`config.mk`:
```
export PLATFORM = sky130hd
export DESIGN_NAME = mac_result_packer
export DESIGN_NICKNAME = d
export VERILOG_FILES = /design/src/rtl/mac_result_packer.sv
export SDC_FILE = /design/constraint.sdc
export NUM_CORES = 1
export LEC_CHECK = 0
export BUFFER_PORTS_ARGS = -buffer_cell sky130_fd_sc_hd__buf_2
export CORE_MARGIN = 2
export CORE_UTILIZATION = 51
export DETAILED_ROUTE_END_ITERATION = 10
export HOLD_SLACK_MARGIN = 0.12
export PLACE_DENSITY = 0.76
export SLEW_MARGIN = 10
export SYNTH_ARGS = -nofsm -noshare
export SYNTH_HDL_FRONTEND = slang
export SYNTH_SLANG_ARGS = --single-unit
```
`constraint.sdc`:
```
create_clock -name clk_i -period 1.8 [get_ports clk_i]
set_input_delay 0.45 -clock clk_i [delete_from_list [all_inputs] [get_ports clk_i]]
set_output_delay 0.45 -clock clk_i [all_outputs]
set_load 0.005 [all_outputs]
```
`src/rtl/mac_result_packer.sv`:
```
// -----------------------------------------------------------------------------
// mac_result_packer
//
// Output buffer behind the MAC datapath. It converts per-cycle MAC results
// into a 16-bit valid/ready word stream:
//   * FP16 results pass through, one result per word (fmt = 1).
//   * INT8 results are packed two per word, with the first byte in the low
//     half (fmt = 0). An odd trailing byte is emitted on its own
//     (half = 1, high byte zero). This happens on a flush request or when
//     the stream switches to FP16.
//   * A DEPTH-word FIFO absorbs consumer back-pressure. The producer is
//     stalled through in_ready_o, so no result is ever dropped.
//
// Ports
//   clk_i          clock, rising edge
//   rst_i          asynchronous active-high reset
//   fp_sel_i       format of the current beat: 1 = FP16, 0 = INT8
//   in_valid_i     result_int8_i / result_fp16_i hold a valid result
//   in_ready_o     beat accepted this cycle (never depends on out_ready_i)
//   result_int8_i  INT8 result
//   result_fp16_i  FP16 result
//   flush_i        level request to emit a pending odd INT8 byte
//   out_valid_o    out_data_o holds the FIFO head word
//   out_ready_i    consumer takes the head word this cycle
//   out_data_o     head word, zero when out_valid_o is low
//   out_fmt_o      head word format: 1 = FP16, 0 = packed INT8
//   out_half_o     head INT8 word carries only its low byte
//   pend_valid_o   one INT8 byte is waiting in the pack register
//   count_o        FIFO occupancy in words
// -----------------------------------------------------------------------------
module mac_result_packer #(
    parameter int DEPTH = 4
) (
    input  logic                         clk_i,
    input  logic                         rst_i,
    input  logic                         fp_sel_i,
    input  logic                         in_valid_i,
    output logic                         in_ready_o,
    input  logic [7:0]                   result_int8_i,
    input  logic [15:0]                  result_fp16_i,
    input  logic                         flush_i,
    output logic                         out_valid_o,
    input  logic                         out_ready_i,
    output logic [15:0]                  out_data_o,
    output logic                         out_fmt_o,
    output logic                         out_half_o,
    output logic                         pend_valid_o,
    output logic [$clog2(DEPTH+1)-1:0]   count_o
);

    localparam int PTR_W = $clog2(DEPTH);
    localparam int CNT_W = $clog2(DEPTH + 1);

    // Stored word layout: {half, fmt, data[15:0]}
    logic [17:0]      mem_q [DEPTH];

    logic [PTR_W-1:0] wr_ptr_q, wr_ptr_d;
    logic [PTR_W-1:0] rd_ptr_q, rd_ptr_d;
    logic [CNT_W-1:0] count_q, count_d;
    logic             pend_valid_q, pend_valid_d;
    logic [7:0]       pend_byte_q, pend_byte_d;

    logic             full;
    logic             empty;
    logic             force_emit;
    logic             accept;
    logic             push;
    logic             pop;
    logic [17:0]      push_word;

    always_comb begin
        full  = (count_q == CNT_W'(DEPTH));
        empty = (count_q == '0);

        // A held byte must leave before an FP16 beat or on flush. That costs
        // one push slot, so the incoming beat is stalled in the same cycle.
        force_emit = pend_valid_q && !full && (flush_i || fp_sel_i);
        in_ready_o = !full && !(pend_valid_q && (flush_i || fp_sel_i));
        accept     = in_valid_i && in_ready_o;
        pop        = !empty && out_ready_i;

        push         = 1'b0;
        push_word    = '0;
        pend_valid_d = pend_valid_q;
        pend_byte_d  = pend_byte_q;

        if (force_emit) begin
            push         = 1'b1;
            push_word    = {1'b1, 1'b0, 8'h00, pend_byte_q};
            pend_valid_d = 1'b0;
        end else if (accept) begin
            if (fp_sel_i) begin
                push      = 1'b1;
                push_word = {1'b0, 1'b1, result_fp16_i};
            end else if (pend_valid_q) begin
                push         = 1'b1;
                push_word    = {1'b0, 1'b0, result_int8_i, pend_byte_q};
                pend_valid_d = 1'b0;
            end else begin
                pend_byte_d  = result_int8_i;
                pend_valid_d = 1'b1;
            end
        end

        // DEPTH is a power of two, so the pointers wrap naturally.
        wr_ptr_d = push ? wr_ptr_q + PTR_W'(1) : wr_ptr_q;
        rd_ptr_d = pop  ? rd_ptr_q + PTR_W'(1) : rd_ptr_q;

        case ({push, pop})
            2'b10:   count_d = count_q + CNT_W'(1);
            2'b01:   count_d = count_q - CNT_W'(1);
            default: count_d = count_q;
        endcase
    end

    always_ff @(posedge clk_i or posedge rst_i) begin
        if (rst_i) begin
            wr_ptr_q     <= '0;
            rd_ptr_q     <= '0;
            count_q      <= '0;
            pend_valid_q <= 1'b0;
        end else begin
            wr_ptr_q     <= wr_ptr_d;
            rd_ptr_q     <= rd_ptr_d;
            count_q      <= count_d;
            pend_valid_q <= pend_valid_d;
        end
    end

    // Storage is data only. Its contents are meaningless unless marked
    // valid by the control state, so it carries no reset.
    always_ff @(posedge clk_i) begin
        if (push) begin
            mem_q[wr_ptr_q] <= push_word;
        end
        pend_byte_q <= pend_byte_d;
    end

    always_comb begin
        out_valid_o  = !empty;
        out_data_o   = 16'h0000;
        out_fmt_o    = 1'b0;
        out_half_o   = 1'b0;
        if (!empty) begin
            {out_half_o, out_fmt_o, out_data_o} = mem_q[rd_ptr_q];
        end
        pend_valid_o = pend_valid_q;
        count_o      = count_q;
    end

endmodule

```
==> results of run 1 <==
==> final cells by class <==
cell class | instances | area share [%]
inverters | 7 | 0.5263
clock inverters | 6 | 1.704
well taps | 99 | 2.481
repair buffers | 99 | 17.82
clock buffers | 9 | 2.481
multi-input cells | 96 | 22.81
flip-flops and latches | 88 | 52.18
==> worst paths after layout <==
kind	start	endpoint	depth (start not counted)	slack (ps)
hold reg to reg	wr_ptr_q[1]$_DFFE_PP0P_	wr_ptr_q[1]$_DFFE_PP0P_	1	590
hold / removal	result_int8_i[0]	pend_byte_q[0]$_DFFE_PP_	1	300
min in group asynchronous	rst_i	count_o[2]$_DFFE_PP0P_	3	590
setup reg to reg	count_o[1]$_DFFE_PP0P_	count_o[2]$_DFFE_PP0P_	11	-250
setup / recovery	rd_ptr_q[0]$_DFFE_PP0P_	out_data_o[15]	4	-410
max in group asynchronous	rst_i	count_o[0]$_DFFE_PP0P_	3	930
==> cell usage in the layout, fill, tap and decap left out, types with 2 or more instances in the layout <==
| cell type | instances |
|---|---|
| clkbuf_16 | 2 |
| edfxtp_1 | 80 |
| dfrtp_2 | 2 |
| buf_2 | 37 |
| buf_4 | 25 |
| xnor2_1 | 3 |
| dfrtp_1 | 6 |
| clkbuf_8 | 9 |
| buf_6 | 25 |
| mux4_2 | 18 |
| ha_1 | 4 |
| nor2_1 | 2 |
| buf_12 | 8 |
| inv_1 | 6 |
| o21ai_0 | 2 |
| a22o_1 | 8 |
| bufinv_16 | 2 |
| a22oi_1 | 8 |
| nor3b_4 | 2 |
| xor2_1 | 3 |
| nor2_2 | 7 |
| and2_4 | 20 |
| and2_1 | 3 |
==> power breakdown <==
group	switching, mW	internal, mW	leakage (nW)
Sequential	0.178	2.75	0.843
Combinational	1.50	2.32	0.970
Clock	0.668	0.769	0.103
==> state kept, by name (all words and copies together) (netlist names) <==
| register | cells |
|---|---|
| pend_byte_q | 8 |
| count_o | 3 |
| rd_ptr_q | 2 |
| wr_ptr_q | 2 |
| pend_valid_o | 1 |
| mem_q | 72 |
==> repair_timing <==
action / CTS / global route
resized for setup: 15 / 53
gates cloned: 0 / 3
setup buffers: 6 / 7
pin swaps: 7 / 25
hold buffers: 1 / 0
endpoints found under the setup margin: 58 / 93
hold endpoints to repair: 8 / 0
==> per-stage QoR <==
stage	TNS (ps)	hold WS (ps)	std cells
2_1_floorplan	-191.5	265.6	200
3_3_place_gp	-12610	413.7	373
3_5_place_dp	-14110	415.7	373
4_1_cts	-7894	285.8	395
5_1_grt	-9335	287.2	404
6_report	-7882	301.0	404
==> metal layers <==
metal	part of all wire (%)	vias to the layer above	GRT usage (%)
li1	-	980	-
met4	2.4	2	8.277
met5	0.15	-	0
met1	39	1142	25.40
met2	53	84	36.50
met3	5.4	18	5.910
==> critical path: stages, from the launching register on <==
cell and delay [ps]:
dfrtp_2 460, clkbuf_16 190, mux4_2 490, and2_1 140
buf_2 120
==> kinds of logic (layout without fill, tap and decap cells) <==
| group | Yosys count | count (layout) |
|---|---|---|
| DFF | 88 | 88 |
| and+or+nand+nor | 45 | 45 |
| buffers and inverters | 16 | 121 |
| AOI/OAI and AO/OA | 19 | 19 |
| adders and majority gates | 6 | 6 |
| xor gates and xnor gates | 6 | 6 |
| muxes | 20 | 20 |
==> metrics.cfg, run 1 <==
[outcome]
status = finished with violations
violations = setup timing

[floorplan]
rows = 31
core_region_area_um2 = 7176
start_util_pct = 51.86
dieArea_um2 = 7995
fp.dieH_um = 89.42
fp.dieW_um = 89.42
boundaryPins = 54

[synth]
ys_seq_area_share_pct = 69.94
syn-num-nets = 236
synth_compound_area_share_pct = 3.900
synth-xor-area-share_pct = 1.412
syn_area_um2 = 3721
yosysTopAreaCellShare_pct = 64.56
synth.most_common_cell = edfxtp_1
netlist_top_cells_count = edfxtp_1, and2_1, mux4_2, nor2_1
synth_edf_count = 80
synth_area_leader_cell = edfxtp_1
synthAdderAreaFrac_pct = 2.219
synthSimpleGateAreaFrac_pct = 8.137
synth_cell_types = 34
postSynthAreaPerCell_um2 = 18.61
async_flop_share_pct = 9.091
synth_top_family_by_area = multiplexers
synth_area_leaders = edfxtp_1, mux4_2, dfrtp_1
synth-main-ff-cell = edfxtp_1
ys_ff_latch = 88
yosys_warnings = 0
synth.area.mux_share_pct = 11.87
synth_cells = 200

[final_layout]
fillers = 471
multiInputGateArea_um2 = 1139
nets = 337
syn2layout_area_growth_pct = 34.16
fin_util_pct = 69.57
seq_area_um2 = 2605
drive_gt1_share_pct = 56.07
diodes = 0
final_area_um2 = 4992

[critical_path]
crit_arrival_ps = 1760
worstSetupPathType = reg2out
crit_fanout = 6
start_kind = flop
critPathRequiredTime_ps = 1350
worstSetupEndpointType = output pin

[drt]
drc = 0
via_per_inst = 5.510
drtIter0Drc = 176
totalWireLength_mm = 8.456
ant_nets = 0
wl_per_cell_um = 20.93
vias = 2226
first_pass_iters = 4

[grt]
track_usage_pct = 21.19
grt_start_max_net_pins = 21
grt_first_pass_wirelength_mm = 11.59
grt_pass1_vias = 2205
antenna_found_initial = 1
grt_overflow = 0

[power]
ir_drop_mv = 0.9094
p_leak_nw = 1.915
power.total_mw = 8.192
powerDensity_nw_per_um2 = 1641

[sta]
rsz0062_at_grt = yes
final_hold_viol_count = 0
maxSlewHeadroom_pct = 76.57
max_freq_mhz = 451.5
final-setup-viol-count = 22
finClkSkew_ps = 11.61
min_period_ps = 2215
finalCritPeriodShare_pct = 123.0
setup_ws_ps = -414.8
worst_slew_pin_slew_ps = 351.0
slew_viol_final = 0

[clock_tree]
cts-htree-levels = 3
cts_root_buf = clkbuf_8
clkTransAtPathRegs_ps = 90
clock-sinks = 88
cts_made_buffers = 9
cts_buffer_depth = 2
cts_tree = yes
worstSkewPairLatency_ps = 350

[placed_design]
place_area_um2 = 4343
gp_congestion = 0.7506
hpwl_mm = 5.184
pre_cts_ws_ps = -399.6
port_buffers = 53

[worst_hold_path]
hold_class = in2reg

[flow_run]
maxCapViolCount = 0

(Power assumes the default switching activity.)
==> run 2: changes to the inputs <==
Settings changed: CORE_UTILIZATION 51 to 50, CTS_BUF_LIST set to sky130_fd_sc_hd__clkbuf_4 sky130_fd_sc_hd__clkbuf_8, CTS_CLUSTER_DIAMETER set to 120, PLACE_DENSITY 0.76 to 0.75.
==> metrics.cfg, run 2 (same netlist as run 1, synthesis figures left out) <==
[critical_path]
crit_arrival_ps = 1800  ; +40 ps
critPathRequiredTime_ps = 1350  ; about the same
crit_fanout = 6  ; unchanged
start_kind = flop
worstSetupPathType = reg2out
worstSetupEndpointType = output pin

[power]
powerDensity_nw_per_um2 = 1624  ; -1.1%
power.total_mw = 8.195  ; about the same
p_leak_nw = 1.968  ; +2.7%
ir_drop_mv = 0.8943  ; -1.7%

[clock_tree]
cts_buffer_depth = 2  ; unchanged
clock-sinks = 88  ; unchanged
cts_tree = yes
cts_root_buf = clkbuf_8
cts-htree-levels = 3  ; unchanged
cts_made_buffers = 9  ; unchanged
worstSkewPairLatency_ps = 360  ; about the same
clkTransAtPathRegs_ps = 90  ; about the same

[drt]
drc = 0  ; unchanged
first_pass_iters = 4  ; unchanged
wl_per_cell_um = 20.36  ; -2.7%
vias = 2205  ; -0.94%
drtIter0Drc = 150  ; -15%
totalWireLength_mm = 8.346  ; -1.3%
via_per_inst = 5.378  ; -2.4%
ant_nets = 0  ; unchanged

[sta]
max_freq_mhz = 443.7  ; -1.7%
setup_ws_ps = -453.8  ; -38.96 ps
finClkSkew_ps = 6.782  ; -4.830 ps
final-setup-viol-count = 30  ; +36%
slew_viol_final = 0  ; unchanged
maxSlewHeadroom_pct = 76.62  ; about the same
worst_slew_pin_slew_ps = 347.0  ; -4.009 ps
finalCritPeriodShare_pct = 125.2  ; +2.2 points
rsz0062_at_grt = yes
min_period_ps = 2254  ; +38.96 ps
final_hold_viol_count = 0  ; unchanged

[outcome]
violations = setup timing
status = finished with violations

[floorplan]
dieArea_um2 = 8148  ; +1.9%
rows = 31  ; unchanged
fp.dieH_um = 90.27  ; +0.95%
start_util_pct = 51.58  ; -0.28 points
boundaryPins = 54  ; unchanged
fp.dieW_um = 90.27  ; +0.95%
core_region_area_um2 = 7214  ; +0.54%

[final_layout]
largest_register = mem_q
drive_gt1_share_pct = 56.91  ; +0.85 points
final_cells = 410  ; +1.5%
final_common_cell = edfxtp_1
fillers = 460  ; -2.3%
largest_register_ffs = 72  ; unchanged
nets = 342  ; +1.5%
diodes = 0  ; unchanged
mostFrequentLayoutCells = edfxtp_1, buf_2, buf_4, buf_6
syn2layout_area_growth_pct = 35.64

[placed_design]
hpwl_mm = 4.965  ; -4.2%
gp_congestion = 0.7907  ; +5.3%
dp.cells = 375  ; +0.54%
port_buffers = 53  ; unchanged

[grt]
grt_pass1_vias = 2132  ; -3.3%
antenna_found_initial = 1  ; unchanged
top_usage_layer = met2
grt_start_max_net_pins = 21  ; unchanged
use_met3_pct = 5.426  ; -0.48 points
track_usage_pct = 19.47  ; -1.7 points
met1_usage_pct = 25.24  ; -0.16 points
met2_usage_pct = 31.45  ; -5.0 points
grt_first_pass_wirelength_mm = 11.59  ; about the same
grt_overflow = 0  ; unchanged

[flow_run]
maxCapViolCount = 0  ; unchanged

[worst_hold_path]
hold_class = in2reg

run 2: cell types whose count changed in the layout (fill, tap and decap cells not counted), sizes merged:
cell and change:
inv +2, buf +5, clkinv -2, bufinv -1, clkinvlp +2
run 2: through the flow:
stage               area, µm²  setup WS, ps  hold slack (ps)  setup TNS [ps]  utilization (%)
global route             5047        -498.5            274.4          -12360            69.96
CTS                      4706        -430.8            281.7           -7571            65.23
global placement         4358        -196.3            417.0           -1175            60.41
detailed placement       4358        -249.2            425.0           -1547            60.41
finish                   5047        -453.8            296.1           -8686            69.96
floorplan                3734        -186.0            265.6          -191.5                -
run 2: layer usage:
metal	routed length, µm	up-vias	share of wire (%)
met5	0	-	0
met4	122	0	1.5
met3	540	13	6.5
met2	4316	83	52
met1	3367	1114	40
li1	-	995	-
run 2: power breakdown:
| group | internal [mW] | switching (mW) | total (mW) |
|---|---|---|---|
| Clock | 0.653 | 0.733 | 1.39 |
| Sequential | 2.75 | 0.189 | 2.94 |
| Combinational | 2.39 | 1.48 | 3.87 |
run 2: layout make-up:
type / instances / area, µm² / area share [%]
multi-input cells: 96 / 1170 / 23.18
flip-flops and latches: 88 / 2605 / 51.61
inverters: 7 / 26.28 / 0.5206
repair buffers: 104 / 920.9 / 18.24
clock inverters: 7 / 77.57 / 1.537
clock buffers: 9 / 123.9 / 2.454
well taps: 99 / 123.9 / 2.454
run 2: critical path, stage by stage (launching register included):
cell and delay, ps:
dfrtp_2 500, clkbuf_16 210, mux4_2 480, and2_1 140, buf_2 120
run 2: worst paths after layout:
| path | from | to | slack, ps | cells after the start |
|---|---|---|---|---|
| setup / recovery | rd_ptr_q[0]$_DFFE_PP0P_ | out_data_o[10] | -450 | 4 |
| hold / removal | result_int8_i[7] | pend_byte_q[7]$_DFFE_PP_ | 300 | 1 |
| setup reg to reg | count_o[0]$_DFFE_PP0P_ | count_o[2]$_DFFE_PP0P_ | -180 | 11 |
| hold reg to reg | pend_byte_q[2]$_DFFE_PP_ | mem_q[3][2]$_DFFE_PP_ | 590 | 1 |
| max in group asynchronous | rst_i | rd_ptr_q[0]$_DFFE_PP0P_ | 940 | 3 |
| min in group asynchronous | rst_i | pend_valid_o$_DFFE_PP0P_ | 590 | 3 |
run 2: what timing repair did:
action | in CTS | in global routing
hold buffers | 1 | 0
pin swaps | 10 | 22
buffers inserted | 5 | 12
resized for setup | 22 | 45
cloned | 0 | 4
setup endpoints to repair | 22 | 61
endpoints found under the hold margin | 8 | 0
